$ cat src/rtl/elastic_skid.sv
// elastic_skid: two-entry valid/ready buffer with registered valid, data and ready.
// A main register drives data_o and a skid register absorbs the one extra beat
// that can arrive in the cycle after the downstream stalls. Because ready_o comes
// only from the state register, ready_i never reaches ready_o combinationally.
module elastic_skid #(
   parameter int width_p          = 8,
   parameter int datapath_gate_p  = 0,
   parameter int datapath_reset_p = 0
) (
   input  logic               clk_i,
   input  logic               reset_i,
   input  logic [width_p-1:0] data_i,
   input  logic               valid_i,
   output logic               ready_o,
   output logic               valid_o,
   output logic [width_p-1:0] data_o,
   input  logic               ready_i,
   output logic [1:0]         count_o
);

   // The state encoding is the occupancy, so count_o is the state register itself.
   typedef enum logic [1:0] {
      ST_EMPTY = 2'd0,
      ST_BUSY  = 2'd1,
      ST_FULL  = 2'd2
   } state_t;

   state_t             state_q, state_d;
   logic [width_p-1:0] main_q, main_d;
   logic [width_p-1:0] skid_q, skid_d;
   logic               in_xfer, out_xfer;
   logic               main_ld, skid_ld, main_from_skid;
   logic               main_en, skid_en;

   assign ready_o  = !reset_i && (state_q != ST_FULL);
   assign valid_o  = (state_q != ST_EMPTY);
   assign data_o   = main_q;
   assign count_o  = state_q;

   assign in_xfer  = valid_i && ready_o;
   assign out_xfer = valid_o && ready_i;

   // Next-state and load-slot decode; reset overrides everything back to EMPTY.
   always_comb begin
      state_d        = state_q;
      main_ld        = 1'b0;
      skid_ld        = 1'b0;
      main_from_skid = 1'b0;
      case (state_q)
         ST_EMPTY: begin
            if (in_xfer) begin
               state_d = ST_BUSY;
               main_ld = 1'b1;
            end
         end
         ST_BUSY: begin
            if (in_xfer && out_xfer) begin
               main_ld = 1'b1;
            end else if (in_xfer) begin
               state_d = ST_FULL;
               skid_ld = 1'b1;
            end else if (out_xfer) begin
               state_d = ST_EMPTY;
            end
         end
         ST_FULL: begin
            if (out_xfer) begin
               state_d        = ST_BUSY;
               main_ld        = 1'b1;
               main_from_skid = 1'b1;
            end
         end
         default: state_d = ST_EMPTY;
      endcase
      if (reset_i) begin
         state_d = ST_EMPTY;
      end
   end

   // Ungated mode lets main track data_i while empty and skid track it while busy;
   // those contents are never observed, so the loads only need to be right on handshakes.
   always_comb begin
      main_d = main_from_skid ? skid_q : data_i;
      skid_d = data_i;
      if (datapath_gate_p != 0) begin
         main_en = main_ld;
         skid_en = skid_ld;
      end else begin
         main_en = main_ld || (state_q == ST_EMPTY);
         skid_en = (state_q == ST_BUSY);
      end
   end

   // Control state register.
   always_ff @(posedge clk_i) begin
      if (reset_i) begin
         state_q <= ST_EMPTY;
      end else begin
         state_q <= state_d;
      end
   end

   // Payload registers; cleared on reset only when datapath reset is enabled.
   always_ff @(posedge clk_i) begin
      if ((datapath_reset_p != 0) && reset_i) begin
         main_q <= '0;
         skid_q <= '0;
      end else begin
         if (main_en) begin
            main_q <= main_d;
         end
         if (skid_en) begin
            skid_q <= skid_d;
         end
      end
   end

endmodule
$ cat config.mk
export PLATFORM = sky130hd
export DESIGN_NAME = elastic_skid
export DESIGN_NICKNAME = d
export VERILOG_FILES = /design/src/rtl/elastic_skid.sv
export SDC_FILE = /design/constraint.sdc
export NUM_CORES = 1
export LEC_CHECK = 0
export BUFFER_PORTS_ARGS = -buffer_cell sky130_fd_sc_hd__buf_2
export CORE_MARGIN = 3
export CORE_UTILIZATION = 47
export DETAILED_ROUTE_END_ITERATION = 8
export PLACE_DENSITY = 0.75
export SETUP_SLACK_MARGIN = 0.4
export SYNTH_ARGS = -nofsm -noshare
export SYNTH_HDL_FRONTEND = slang
export SYNTH_SLANG_ARGS = --single-unit
$ cat constraint.sdc
create_clock -name clk_i -period 1.85 [get_ports clk_i]
set_input_delay 0.185 -clock clk_i [delete_from_list [all_inputs] [get_ports clk_i]]
set_output_delay 0.185 -clock clk_i [all_outputs]
set_load 0.005 [all_outputs]
# Yosys cells after proc, flatten, opt, wreduce, memory -nomap -nowiden
# Cells that the tools add are included.
word_totals:
  input_bits: 12
  register_bits: 18
  mem_count: 0
  output_inout_bits: 12
  elab_cells: 31
  latchBits: 0
  rom_bits: 0
  ram_bits: 0
classes:
  muxes: 12
  mul: 0
  add_sub_neg: 0
  reduce_logical: 9
  n_div: 0
  shift: 0
  order_cmp: 0
  bitwise_logic: 0
  eq_ne: 7
ops:
  columns: ["op", "n"]
  rows:
  - ["$mux 2", 5]
  - ["$mux 8", 1]
  - ["$ne 2x2->1 const B", 4]
  - ["$pmux 2 s3", 1]
  - ["$logic_and 1x1->1", 4]
  - ["$mux 1", 4]
  - ["$reduce_and 4->1", 1]
  - ["$ne 3x3->1 const B", 1]
  - ["$pmux 1 s3", 1]
  - ["$eq 2x1->1 const B", 1]
  - ["$eq 2x2->1 const B", 1]
  - ["$logic_not 2->1", 1]
  - ["$reduce_bool 2->1", 1]
  - ["$logic_not 1->1", 1]
  - ["$logic_or 1x1->1", 1]

# Depth between registers and ports, before layout
# Gate-level depths: netlist of run 1.
logic_depth:
  word_depth: 7
  mapped_depth: 3
  ltp_nobuf: 3

# Worst setup path after synthesis of run 1
# OpenSTA, ideal clock, no wires.
synth_path:
  path_type: "register to register"
  startpoint: "reg state_q[0], in the netlist count_o[0]"
  endpoint: "reg main_q[0], in the netlist data_o[0] (enable)"
  stages_incl_launch_ff: 3
  period_less_slack_ps: 1311
  slack_ps: 539
  path_buffers: 0
  t_arrival_ps: 935
  required_time_ps: 1474
  setup_ps: 376
  path_cell_list: "dfxtp_1 > o21a_1 > o22ai_1"
synth_between:
  elab_chain_cells: 7
  word_cells_on_any_way: 14
  cone_classes: "eq/ne: 3; mux: 4; reduce/logical: 7"
synth_rtl:
  columns: ["element", "line", "rtl"]
  rows:
  - ["start, declared", "28", "state_t state_q, state_d;"]
  - ["start signal, assigned", "99", "state_q <= state_d;"]
  - ["$ne 2x2->1", "35", "assign ready_o = !reset_i && (state_q != ST_FULL);"]
  - ["$logic_and 1x1->1", "35", null]
  - ["$logic_and 1x1->1", "40", "assign in_xfer = valid_i && ready_o;"]
  - ["$logic_and 1x1->1", "57", "if (in_xfer && out_xfer) begin"]
  - ["$mux 1", "57", null]
  - ["$pmux 1 s3", "49", "case (state_q)"]
  - ["$logic_or 1x1->1 (*)", "89", "main_en = main_ld || (state_q == ST_EMPTY);"]
  - ["named net main_en", "33", "logic main_en, skid_en;"]
  - ["end signal, assigned", "110", "main_q <= main_d;"]
  - ["end, declared", "29", "logic [width_p-1:0] main_q, main_d;"]
# The timed path passes the listed nets; every way through them passes the cells marked *.
# A chain may end at the register's enable or synchronous reset.

# Worst setup path after layout of run 1
layout_path:
  startpoint: "reg state_q[1], in the netlist count_o[1]"
  endpoint: "reg main_q[6], in the netlist data_o[6], data pin"
layout_between:
  elab_chain_cells: 5
  word_cells_on_any_way: 6
  cone_classes: "eq/ne: 1; mux: 3; reduce/logical: 2"
layout_rtl:
  columns: ["element", "line", "rtl"]
  rows:
  - ["$reduce_bool 2->1", "36", "assign valid_o = (state_q != ST_EMPTY);"]
  - ["$logic_and 1x1->1", "41", "assign out_xfer = valid_o && ready_i;"]
  - ["$mux 1", "67", "if (out_xfer) begin"]
  - ["$mux 1 (*)", "49", null]
  - ["$mux 8 (*)", "83", "main_d = main_from_skid ? skid_q : data_i;"]
  - ["named net main_d[6]", "29", null]
# Marks and branches as above.

==> run_summary.xml, run 1 <==
<?xml version="1.0" encoding="UTF-8"?>
<metrics>
  <group name="global_routing">
    <metric name="met1_usage" unit="">0.161</metric>
    <metric name="grt_pass1_wl" unit="um">1860</metric>
    <metric name="globalRouteMet2Util" unit="">0.218</metric>
    <metric name="antenna_violations_before_repair" unit="">0</metric>
    <metric name="gr-max-usage-layer" unit="">met2</metric>
    <metric name="grt_pass1_vias" unit="">421</metric>
    <metric name="grt_overflow" unit="">0</metric>
    <metric name="grt_use_total" unit="">0.128</metric>
    <metric name="gr-usage-met3" unit="">0.0438</metric>
    <metric name="pin_count_of_the_biggest_net_entering_global_routing" unit="">11</metric>
  </group>
  <group name="status">
    <metric name="outcome" unit="">finished clean</metric>
  </group>
  <group name="setup_path">
    <metric name="reg2reg_depth" unit="">3</metric>
    <metric name="worst-r2r-setup-slack" unit="ps">540</metric>
    <metric name="critical_path.cell_chain" unit="">nor2b_4 &gt; nand2_4 &gt; mux2_2</metric>
    <metric name="critical_path.max_stage_delay" unit="ps">440</metric>
    <metric name="r2r-end" unit="">data_o[6]</metric>
    <metric name="critPathCaptureType" unit="">flop</metric>
    <metric name="path_class" unit="">reg -&gt; reg</metric>
    <metric name="cpMaxStageDelayCell" unit="">sky130_fd_sc_hd__dfxtp_1</metric>
    <metric name="startpoint_type" unit="">flop</metric>
    <metric name="worstPathMaxFanout" unit="">8</metric>
    <metric name="cp.arrival" unit="ps">1340</metric>
    <metric name="path_depth" unit="">3</metric>
    <metric name="cp.required" unit="ps">1880</metric>
    <metric name="critPathTopFamily" unit="">flip-flops</metric>
    <metric name="regToRegStartpoint" unit="">count_o[1]</metric>
    <metric name="worst-path-buf-inv" unit="">0</metric>
  </group>
  <group name="clock_network">
    <metric name="number_of_h_tree_branching_levels" unit="">1</metric>
    <metric name="cts_post_setup_buffers_inserted" unit="">0</metric>
    <metric name="path_clk_slew" unit="ps">90</metric>
    <metric name="cts_hold_buffers" unit="">0</metric>
    <metric name="cts.path.max_buffers" unit="">2</metric>
    <metric name="clock_tree.root_cell" unit="">sky130_fd_sc_hd__clkbuf_4</metric>
    <metric name="cts_made_buffers" unit="">3</metric>
    <metric name="cts_sinks" unit="">18</metric>
    <metric name="insertion_delay" unit="ps">270</metric>
    <metric name="cts_tree" unit="">done</metric>
    <metric name="post_cts_resized" unit="">0</metric>
  </group>
  <group name="placed_design">
    <metric name="port-buffer-count" unit="">23</metric>
    <metric name="detailedPlacementHpwl" unit="um">929</metric>
    <metric name="detailedPlace.worstSlack" unit="ps">544</metric>
    <metric name="place_congestion" unit="">0.627</metric>
  </group>
  <group name="power">
    <metric name="netSwitchingPower" unit="mW">0.160</metric>
    <metric name="internal_power" unit="mW">0.641</metric>
    <metric name="power.total" unit="mW">0.801</metric>
    <metric name="worst_ir_drop_vdd" unit="uV">557</metric>
    <metric name="pwr-share-comb" unit="">0.106</metric>
    <metric name="netSwitchingFraction" unit="">0.199</metric>
    <metric name="sequentialPowerShare" unit="">0.611</metric>
    <metric name="leakage" unit="nW">0.377</metric>
    <metric name="clock_power_share" unit="">0.283</metric>
    <metric name="power_per_cell_area" unit="nW/um2">893</metric>
  </group>
  <group name="floorplanning">
    <metric name="io_pins" unit="">24</metric>
    <metric name="initial_core_util" unit="">0.527</metric>
    <metric name="dieWidth" unit="um">45.1</metric>
    <metric name="die_height" unit="um">45.1</metric>
    <metric name="core_region_area" unit="um2">1370</metric>
    <metric name="design.die.area" unit="um2">2040</metric>
    <metric name="core.rowCount" unit="">13</metric>
  </group>
  <group name="timing">
    <metric name="worst_slack" unit="ps">543</metric>
    <metric name="tightest_slew" unit="ps">250</metric>
    <metric name="max_slew_margin" unit="">0.833</metric>
    <metric name="finalSetupTns" unit="ps">0</metric>
    <metric name="finalHoldViolCount" unit="">0</metric>
    <metric name="clock_skew" unit="ps">0.645</metric>
    <metric name="min_period_over_period" unit="">0.706</metric>
    <metric name="max_slew_violations" unit="">0</metric>
    <metric name="min_period" unit="ps">1310</metric>
    <metric name="setup_violations" unit="">0</metric>
    <metric name="timing.fmax" unit="MHz">765</metric>
    <metric name="rsz0062_at_grt" unit="">no</metric>
  </group>
  <group name="finish">
    <metric name="design.final.nets" unit="">83</metric>
    <metric name="utilization" unit="">0.657</metric>
    <metric name="diodes" unit="">0</metric>
    <metric name="layout-drive-gt1-share" unit="">0.586</metric>
    <metric name="area_growth" unit="%">24.7</metric>
  </group>
  <group name="synth">
    <metric name="syn_area_per_cell" unit="um2">17.1</metric>
    <metric name="ys_ff_latch" unit="">18</metric>
    <metric name="post-synth-top-area-fraction" unit="">0.668</metric>
    <metric name="count_of_unique_library_cells_instantiated_by_yosys" unit="">16</metric>
    <metric name="synthesis.nets" unit="">54</metric>
    <metric name="yosys.cell_count.top_type" unit="">sky130_fd_sc_hd__edfxtp_1</metric>
    <metric name="synth-warning-count" unit="">0</metric>
    <metric name="synth.yosys.seq_area_share" unit="">0.723</metric>
    <metric name="synth_top_area_cell" unit="">sky130_fd_sc_hd__edfxtp_1</metric>
    <metric name="synth-edff-count" unit="">16</metric>
    <metric name="async_flop_share" unit="">0</metric>
    <metric name="synth.cell_area" unit="um2">719</metric>
    <metric name="synth_top_cells_by_count" unit="">sky130_fd_sc_hd__edfxtp_1 (16), sky130_fd_sc_hd__mux2_2 (8)</metric>
    <metric name="ys_top_cells_by_area" unit="">sky130_fd_sc_hd__edfxtp_1 (67%), sky130_fd_sc_hd__mux2_2 (13%), sky130_fd_sc_hd__dfxtp_1 (5.6%), sky130_fd_sc_hd__nor2b_4 (1.9%), sky130_fd_sc_hd__or2_2 (1.7%)</metric>
    <metric name="ys.flop_type" unit="">sky130_fd_sc_hd__edfxtp_1</metric>
    <metric name="postSynthCellCount" unit="">42</metric>
  </group>
  <group name="flow_run">
    <metric name="timing.max_cap.violations" unit="">0</metric>
  </group>
  <group name="detailed_routing">
    <metric name="ant_nets" unit="">0</metric>
    <metric name="routed_wire_length_per_instance" unit="um">14.0</metric>
    <metric name="drt-initial-drc-count" unit="">0</metric>
    <metric name="via_per_inst" unit="">5.05</metric>
    <metric name="drt_wl_total" unit="um">1190</metric>
    <metric name="drt_first_pass_iters" unit="">1</metric>
    <metric name="post-route-drc-count" unit="">0</metric>
    <metric name="routed-via-count" unit="">429</metric>
  </group>
  <group name="hold_path">
    <metric name="worst_hold_path_type" unit="">in -&gt; reg</metric>
    <metric name="hold-path-cell-count" unit="">1</metric>
    <metric name="min_from" unit="">data_i[3]</metric>
    <metric name="hold-path-endpoint" unit="">skid_q[3]</metric>
  </group>
</metrics>
==> layout by cell type, fill, tap and decap left out, types with 2 or more instances in the layout <==
cell type and count:
sky130_fd_sc_hd__mux2_2 8, sky130_fd_sc_hd__nor2_1 2, sky130_fd_sc_hd__clkbuf_4 3, sky130_fd_sc_hd__dfxtp_1 2, sky130_fd_sc_hd__buf_2 23, sky130_fd_sc_hd__a21oi_1 2
sky130_fd_sc_hd__or2_2 2, sky130_fd_sc_hd__edfxtp_1 16
==> how the worst max path moves through the flow <==
stage                from   endpoint  slack [ps]
3_3_place_gp   count_o[1]  data_o[3]         590
4_1_cts        count_o[1]  data_o[6]         520
5_1_grt        count_o[1]    ready_o         440
6_report       count_o[1]  data_o[6]         540
3_5_place_dp   count_o[1]  data_o[6]         540
2_1_floorplan  count_o[0]  data_o[0]         540
==> layout make-up <==
class,instances,area (um2)
Fill cell,114,469
Timing Repair Buffer,24,123
Tap cell,15,18.8
Clock buffer,4,36.3
Sequential cell,18,520
Multi-Input combinational cell,23,195
Inverter,1,3.75
==> power by group through the flow <==
| stage | registers, mW | clock network [mW] | logic, mW |
|---|---|---|---|
| after floorplan | 0.500 | 0 | 0.0349 |
| after global placement | 0.498 | 0 | 0.0836 |
| after detailed placement | 0.499 | 0 | 0.0864 |
| after CTS | 0.490 | 0.237 | 0.0868 |
| after global routing | 0.493 | 0.254 | 0.0947 |
| final | 0.490 | 0.226 | 0.0849 |
==> worst register-to-register path, delay by kind of cell (launching register included) <==
kind / cells / cell delay (ps)
simple gates: 2 / 340
flops: 1 / 440
mux: 1 / 290
==> through the flow <==
step	hold WS [ps]	area, um2	instances
2_1_floorplan	254	719	42
3_3_place_gp	374	861	81
3_5_place_dp	377	861	81
4_1_cts	79.2	897	85
5_1_grt	70.2	897	85
6_report	89.4	897	85
==> routing by layer <==
metal,vias up,part of all wire
li1,214,-
met1,197,0.44
met2,18,0.48
met3,0,0.079
met4,0,0
met5,-,0
==> registers in the layout, indices dropped and copies added, names as in the netlist <==
register / flops
data_o: 8
count_o: 2
skid_q: 8
==> logic make-up (layout without fill, tap and decap cells) <==
group | Yosys count | after routing | share of synthesized area
DFF | 18 | 18 | 0.723
muxes | 9 | 9 | 0.139
and+or+nand+nor | 9 | 9 | 0.0869
AOI/OAI and AO/OA | 5 | 5 | 0.0452
buffers and inverters | 1 | 29 | 0.00521
(Power assumes the default switching activity.)
==> inputs of run 2 (changes only) <==
Clock period 1.85 ns to 1.3 ns, I/O delays scaled along.
==> run 2 against run 1 <==
Global-route usage increased by 3.5 points; largest cell class unchanged; via count increased by 14%; clock power increased by 54%.
==> run_summary.xml, run 2 (synthesis gave the netlist of run 1 again) <==
<?xml version="1.0" encoding="UTF-8"?>
<metrics>
  <group name="global_routing">
    <metric name="grt_pass1_vias" unit="">464</metric>
    <metric name="pin_count_of_the_biggest_net_entering_global_routing" unit="">11</metric>
    <metric name="grt_pass1_wl" unit="um">2240</metric>
    <metric name="antenna_violations_before_repair" unit="">0</metric>
    <metric name="grt_use_total" unit="">0.162</metric>
    <metric name="grt_overflow" unit="">0</metric>
  </group>
  <group name="finish">
    <metric name="diodes" unit="">0</metric>
    <metric name="mostFrequentLayoutCell" unit="">sky130_fd_sc_hd__buf_2</metric>
    <metric name="area_growth" unit="%">43.1</metric>
    <metric name="layout_common_cells" unit="">sky130_fd_sc_hd__buf_2 (21), sky130_fd_sc_hd__edfxtp_1 (16), sky130_fd_sc_hd__mux2_2 (7), sky130_fd_sc_hd__buf_6 (6)</metric>
    <metric name="design.final.nets" unit="">91</metric>
    <metric name="layout-drive-gt1-share" unit="">0.705</metric>
    <metric name="utilization" unit="">0.754</metric>
  </group>
  <group name="detailed_routing">
    <metric name="drt-initial-drc-count" unit="">16</metric>
    <metric name="drt_wl_total" unit="um">1630</metric>
    <metric name="ant_nets" unit="">0</metric>
    <metric name="drt_first_pass_iters" unit="">3</metric>
    <metric name="via_per_inst" unit="">5.27</metric>
    <metric name="routed-via-count" unit="">490</metric>
    <metric name="post-route-drc-count" unit="">0</metric>
    <metric name="routed_wire_length_per_instance" unit="um">17.5</metric>
  </group>
  <group name="power">
    <metric name="leakage" unit="nW">0.442</metric>
    <metric name="power_per_cell_area" unit="nW/um2">1180</metric>
    <metric name="worst_ir_drop_vdd" unit="uV">1030</metric>
  </group>
  <group name="placed_design">
    <metric name="place_congestion" unit="">0.663</metric>
    <metric name="port-buffer-count" unit="">23</metric>
  </group>
  <group name="flow_run">
    <metric name="timing.max_cap.violations" unit="">0</metric>
  </group>
  <group name="timing">
    <metric name="clock_skew" unit="ps">5.07</metric>
    <metric name="max_slew_violations" unit="">0</metric>
    <metric name="finalSetupTns" unit="ps">0</metric>
    <metric name="min_period_over_period" unit="">0.967</metric>
    <metric name="min_period" unit="ps">1260</metric>
    <metric name="rsz0062_at_grt" unit="">yes</metric>
    <metric name="timing.fmax" unit="MHz">795</metric>
    <metric name="fin_hold_ws" unit="ps">14.2</metric>
    <metric name="tightest_slew" unit="ps">202</metric>
    <metric name="max_slew_margin" unit="">0.865</metric>
    <metric name="finalHoldViolCount" unit="">0</metric>
    <metric name="setup_violations" unit="">0</metric>
  </group>
  <group name="floorplanning">
    <metric name="dieWidth" unit="um">45.1</metric>
    <metric name="core.rowCount" unit="">13</metric>
    <metric name="initial_core_util" unit="">0.527</metric>
    <metric name="io_pins" unit="">24</metric>
    <metric name="design.die.area" unit="um2">2040</metric>
    <metric name="die_height" unit="um">45.1</metric>
    <metric name="core_region_area" unit="um2">1370</metric>
  </group>
  <group name="setup_path">
    <metric name="cpMaxStageDelayCell" unit="">sky130_fd_sc_hd__dfxtp_4</metric>
    <metric name="worst-path-buf-inv" unit="">3</metric>
    <metric name="critPathCaptureType" unit="">flop</metric>
    <metric name="critical_path.max_stage_delay" unit="ps">370</metric>
    <metric name="timing.critical_path.mode_cell" unit="">sky130_fd_sc_hd__buf_6</metric>
    <metric name="cp.arrival" unit="ps">1290</metric>
    <metric name="worstPathMaxFanout" unit="">4</metric>
    <metric name="startpoint_type" unit="">flop</metric>
    <metric name="critPathTopFamily" unit="">flip-flops</metric>
    <metric name="cp.required" unit="ps">1330</metric>
    <metric name="path_class" unit="">reg -&gt; reg</metric>
    <metric name="critical_path.cell_chain" unit="">buf_6 &gt; buf_6 &gt; and2b_4 &gt; buf_12</metric>
  </group>
  <group name="clock_network">
    <metric name="cts.path.max_buffers" unit="">2</metric>
    <metric name="cts_made_buffers" unit="">3</metric>
    <metric name="cts_hold_buffers" unit="">0</metric>
    <metric name="number_of_h_tree_branching_levels" unit="">1</metric>
    <metric name="cts_tree" unit="">done</metric>
    <metric name="clock_tree.root_cell" unit="">sky130_fd_sc_hd__clkbuf_4</metric>
    <metric name="cts_sinks" unit="">18</metric>
    <metric name="insertion_delay" unit="ps">300</metric>
    <metric name="path_clk_slew" unit="ps">100</metric>
  </group>
  <group name="status">
    <metric name="outcome" unit="">finished clean</metric>
  </group>
  <group name="hold_path">
    <metric name="worst_hold_path_type" unit="">in -&gt; reg</metric>
  </group>
</metrics>
## run 2: cell count changes in the layout (fill, tap and decap cells not counted), moves of 2 or more
cell	previous run	this run
sky130_fd_sc_hd__dfxtp_4	0	2
sky130_fd_sc_hd__buf_2	23	21
sky130_fd_sc_hd__a21oi_2	0	2
sky130_fd_sc_hd__dfxtp_1	2	0
sky130_fd_sc_hd__buf_4	1	3
sky130_fd_sc_hd__a21oi_1	2	0
sky130_fd_sc_hd__buf_6	0	6
## run 2: report_power, final
part	total (mW)	leakage (nW)	internal, mW	switching, mW
Combinational	0.173	0.246	0.0960	0.0774
Sequential	0.695	0.176	0.679	0.0154
Clock	0.347	0.0210	0.171	0.176
## run 2: layer usage
layer / part of all wire / GRT usage / up-vias
met2: 0.52 / 0.249 / 20
met1: 0.41 / 0.206 / 234
met3: 0.059 / 0.0478 / 2
met4: 0.012 / 0.0877 / 0
li1: - / - / 234
met5: 0 / 0 / -
## run 2: worst paths after layout
check | slack (ps) | from | cells past startpoint | end
worst max-delay path | 40 | count_o[1] | 4 | skid_q[1]
worst min-delay path | 10 | data_i[5] | 1 | skid_q[5]
worst max register to register | 40 | count_o[1] | 4 | skid_q[1]
worst min register to register | 560 | skid_q[1] | 1 | data_o[1]
## run 2: worst reg2reg max path, cell delays in order, from the launching register on
cell and delay [ps]:
sky130_fd_sc_hd__dfxtp_4 370, sky130_fd_sc_hd__buf_6 120, sky130_fd_sc_hd__buf_6 120, sky130_fd_sc_hd__and2b_4 280, sky130_fd_sc_hd__buf_12 110
## run 2: layout make-up
cell class	instances	area (um2)
Clock buffer	4	36.3
Multi-Input combinational cell	24	228
Tap cell	15	18.8
Inverter	1	3.75
Sequential cell	18	528
Timing Repair Buffer	31	215
Fill cell	85	337
## run 2: stage by stage
stage	power, mW	worst slack, ps	area (um2)	cells
6_report	1.21	42.6	1030	93
5_1_grt	1.27	25.0	1030	93
4_1_cts	1.19	91.2	966	90
3_5_place_dp	0.833	87.4	872	81
3_3_place_gp	0.829	105	872	81
2_1_floorplan	0.763	140	731	42
## run 2: what timing repair did
| action | 4_1_cts | 5_1_grt |
|---|---|---|
| pin swaps | 4 | 2 |
| cloned | 1 | 0 |
| buffers inserted | 4 | 3 |
| setup endpoints to repair | 38 | 38 |
| gates resized for setup | 7 | 6 |
==> inputs of run 3 (changes only) <==
Settings changed: CELL_PAD_IN_SITES_DETAIL_PLACEMENT set to 1, CELL_PAD_IN_SITES_GLOBAL_PLACEMENT set to 1, CORE_UTILIZATION 47 to 38, PLACE_DENSITY 0.75 to 0.78.
==> run 3 against run 2 <==
Critical path depth fell by 1; power down 1.7%; clock-buffer cell count unchanged; sequential power is essentially flat; non-clock buffer count down 2.
==> run_summary.xml, run 3 (synthesis gave the netlist of run 1 again) <==
<?xml version="1.0" encoding="UTF-8"?>
<metrics>
  <group name="placed_design">
    <metric name="placement.cell_area" unit="um2">885</metric>
    <metric name="detailedPlacementHpwl" unit="um">1030</metric>
    <metric name="port-buffer-count" unit="">23</metric>
    <metric name="place_congestion" unit="">0.662</metric>
  </group>
  <group name="clock_network">
    <metric name="path_clk_slew" unit="ps">100</metric>
    <metric name="cts_made_buffers" unit="">3</metric>
    <metric name="cts.path.max_buffers" unit="">2</metric>
    <metric name="cts_tree" unit="">done</metric>
    <metric name="cts_hold_buffers" unit="">0</metric>
    <metric name="insertion_delay" unit="ps">280</metric>
    <metric name="clock_tree.root_cell" unit="">sky130_fd_sc_hd__clkbuf_4</metric>
    <metric name="cts_sinks" unit="">18</metric>
    <metric name="number_of_h_tree_branching_levels" unit="">1</metric>
  </group>
  <group name="timing">
    <metric name="tightest_slew" unit="ps">170</metric>
    <metric name="clock_skew" unit="ps">2.01</metric>
    <metric name="setup_violations" unit="">0</metric>
    <metric name="timing.fmax" unit="MHz">821</metric>
    <metric name="rsz0062_at_grt" unit="">yes</metric>
    <metric name="min_period" unit="ps">1220</metric>
    <metric name="max_slew_violations" unit="">0</metric>
    <metric name="fin_hold_ws" unit="ps">22.7</metric>
    <metric name="finalHoldViolCount" unit="">0</metric>
    <metric name="finalSetupTns" unit="ps">0</metric>
    <metric name="min_period_over_period" unit="">0.937</metric>
    <metric name="max_slew_margin" unit="">0.883</metric>
  </group>
  <group name="finish">
    <metric name="design.final.nets" unit="">89</metric>
    <metric name="diodes" unit="">0</metric>
    <metric name="mostFrequentLayoutCell" unit="">sky130_fd_sc_hd__buf_2</metric>
    <metric name="multi_input_area" unit="um2">220</metric>
    <metric name="regArea" unit="um2">528</metric>
    <metric name="post-route-cell-area" unit="um2">1000</metric>
    <metric name="fillerInstances" unit="">192</metric>
    <metric name="area_growth" unit="%">39.3</metric>
    <metric name="layout_common_cells" unit="">sky130_fd_sc_hd__buf_2 (20), sky130_fd_sc_hd__edfxtp_1 (16), sky130_fd_sc_hd__mux2_2 (8), sky130_fd_sc_hd__buf_4 (5), sky130_fd_sc_hd__buf_6 (4)</metric>
    <metric name="layout-drive-gt1-share" unit="">0.671</metric>
  </group>
  <group name="global_routing">
    <metric name="grt_overflow" unit="">0</metric>
    <metric name="antenna_violations_before_repair" unit="">0</metric>
    <metric name="grt_use_total" unit="">0.142</metric>
    <metric name="grt_pass1_vias" unit="">532</metric>
    <metric name="pin_count_of_the_biggest_net_entering_global_routing" unit="">11</metric>
    <metric name="grt_pass1_wl" unit="um">2460</metric>
  </group>
  <group name="detailed_routing">
    <metric name="drt-initial-drc-count" unit="">5</metric>
    <metric name="routed_wire_length_per_instance" unit="um">15.0</metric>
    <metric name="ant_nets" unit="">0</metric>
    <metric name="drt_first_pass_iters" unit="">3</metric>
    <metric name="post-route-drc-count" unit="">0</metric>
    <metric name="drt_wl_total" unit="um">1520</metric>
    <metric name="routed-via-count" unit="">481</metric>
    <metric name="via_per_inst" unit="">4.76</metric>
  </group>
  <group name="floorplanning">
    <metric name="dieWidth" unit="um">49.5</metric>
    <metric name="core.rowCount" unit="">15</metric>
    <metric name="design.die.area" unit="um2">2450</metric>
    <metric name="io_pins" unit="">24</metric>
    <metric name="die_height" unit="um">49.5</metric>
    <metric name="initial_core_util" unit="">0.408</metric>
    <metric name="core_region_area" unit="um2">1760</metric>
  </group>
  <group name="hold_path">
    <metric name="hold-path-endpoint" unit="">skid_q[3]</metric>
    <metric name="worst_hold_path_type" unit="">in -&gt; reg</metric>
    <metric name="hold-path-cell-count" unit="">1</metric>
    <metric name="min_from" unit="">data_i[3]</metric>
  </group>
  <group name="power">
    <metric name="sequentialPowerShare" unit="">0.583</metric>
    <metric name="internal_power" unit="mW">0.939</metric>
    <metric name="power.total" unit="mW">1.19</metric>
    <metric name="leakage" unit="nW">0.421</metric>
    <metric name="clock_power_share" unit="">0.283</metric>
    <metric name="power_per_cell_area" unit="nW/um2">1190</metric>
    <metric name="netSwitchingFraction" unit="">0.214</metric>
    <metric name="pwr-share-comb" unit="">0.133</metric>
    <metric name="worst_ir_drop_vdd" unit="uV">537</metric>
    <metric name="netSwitchingPower" unit="mW">0.255</metric>
  </group>
  <group name="setup_path">
    <metric name="r2r-end" unit="">data_o[3]</metric>
    <metric name="reg2reg_depth" unit="">3</metric>
    <metric name="worst-r2r-setup-slack" unit="ps">80</metric>
    <metric name="startpoint_type" unit="">flop</metric>
    <metric name="regToRegStartpoint" unit="">count_o[1]</metric>
    <metric name="cp.arrival" unit="ps">1260</metric>
    <metric name="path_class" unit="">reg -&gt; reg</metric>
    <metric name="critPathCaptureType" unit="">flop</metric>
    <metric name="worstPathMaxFanout" unit="">8</metric>
    <metric name="cp.required" unit="ps">1350</metric>
  </group>
  <group name="status">
    <metric name="outcome" unit="">finished clean</metric>
  </group>
  <group name="flow_run">
    <metric name="timing.max_cap.violations" unit="">0</metric>
  </group>
</metrics>
## run 3: critical path: stages (launching register included)
cell                      delay [ps]
sky130_fd_sc_hd__dfxtp_4         370
sky130_fd_sc_hd__nor2b_4         140
sky130_fd_sc_hd__nand2_4         110
sky130_fd_sc_hd__mux2_2          350
## run 3: stage by stage
stage | worst slack [ps] | cells | util
floorplan | 140 | 42 | -
global placement | 102 | 91 | 0.501
detailed placement | 72.7 | 91 | 0.501
CTS | 78.3 | 100 | 0.560
global route | 33.6 | 101 | 0.568
finish | 82.4 | 101 | 0.568
## run 3: metal layers
metal  wire [um]  GRT usage  share of wire
met1         623      0.157           0.41
met2         781      0.246           0.52
met3          90     0.0332          0.059
met4          21     0.0829          0.014
met5           0          0              0
## run 3: worst max-delay path by stage
stage                    start         to  slack (ps)  cells past startpoint
floorplan           count_o[1]  data_o[0]         140                      3
global placement    count_o[1]  data_o[7]         100                      3
detailed placement  count_o[1]  data_o[6]          70                      3
CTS                 count_o[1]  data_o[6]          80                      3
global route        count_o[1]  data_o[7]          30                      3
finish              count_o[1]  data_o[3]          80                      3
## run 3: final cells by class
type / instances / share of cell area
timing repair buffer: 29 / 0.182
multi-input combinational: 24 / 0.220
inverter: 1 / 0.00375
tap: 25 / 0.0312
clock buffer: 4 / 0.0362
sequential: 18 / 0.527
## run 3: power groups by stage
| stage | registers, mW | clock network (mW) | logic [mW] |
|---|---|---|---|
| CTS | 0.697 | 0.354 | 0.159 |
| finish | 0.697 | 0.338 | 0.159 |
| global route | 0.702 | 0.370 | 0.176 |
| global placement | 0.709 | 0 | 0.122 |
| detailed placement | 0.712 | 0 | 0.126 |
| floorplan | 0.711 | 0 | 0.0514 |
## run 3: repair_timing
| action | in CTS | in global routing |
|---|---|---|
| buffers inserted | 4 | 1 |
| resized for setup | 9 | 1 |
| pin swaps | 3 | 2 |
| endpoints found under the setup margin | 38 | 38 |
| cloned | 1 | 0 |
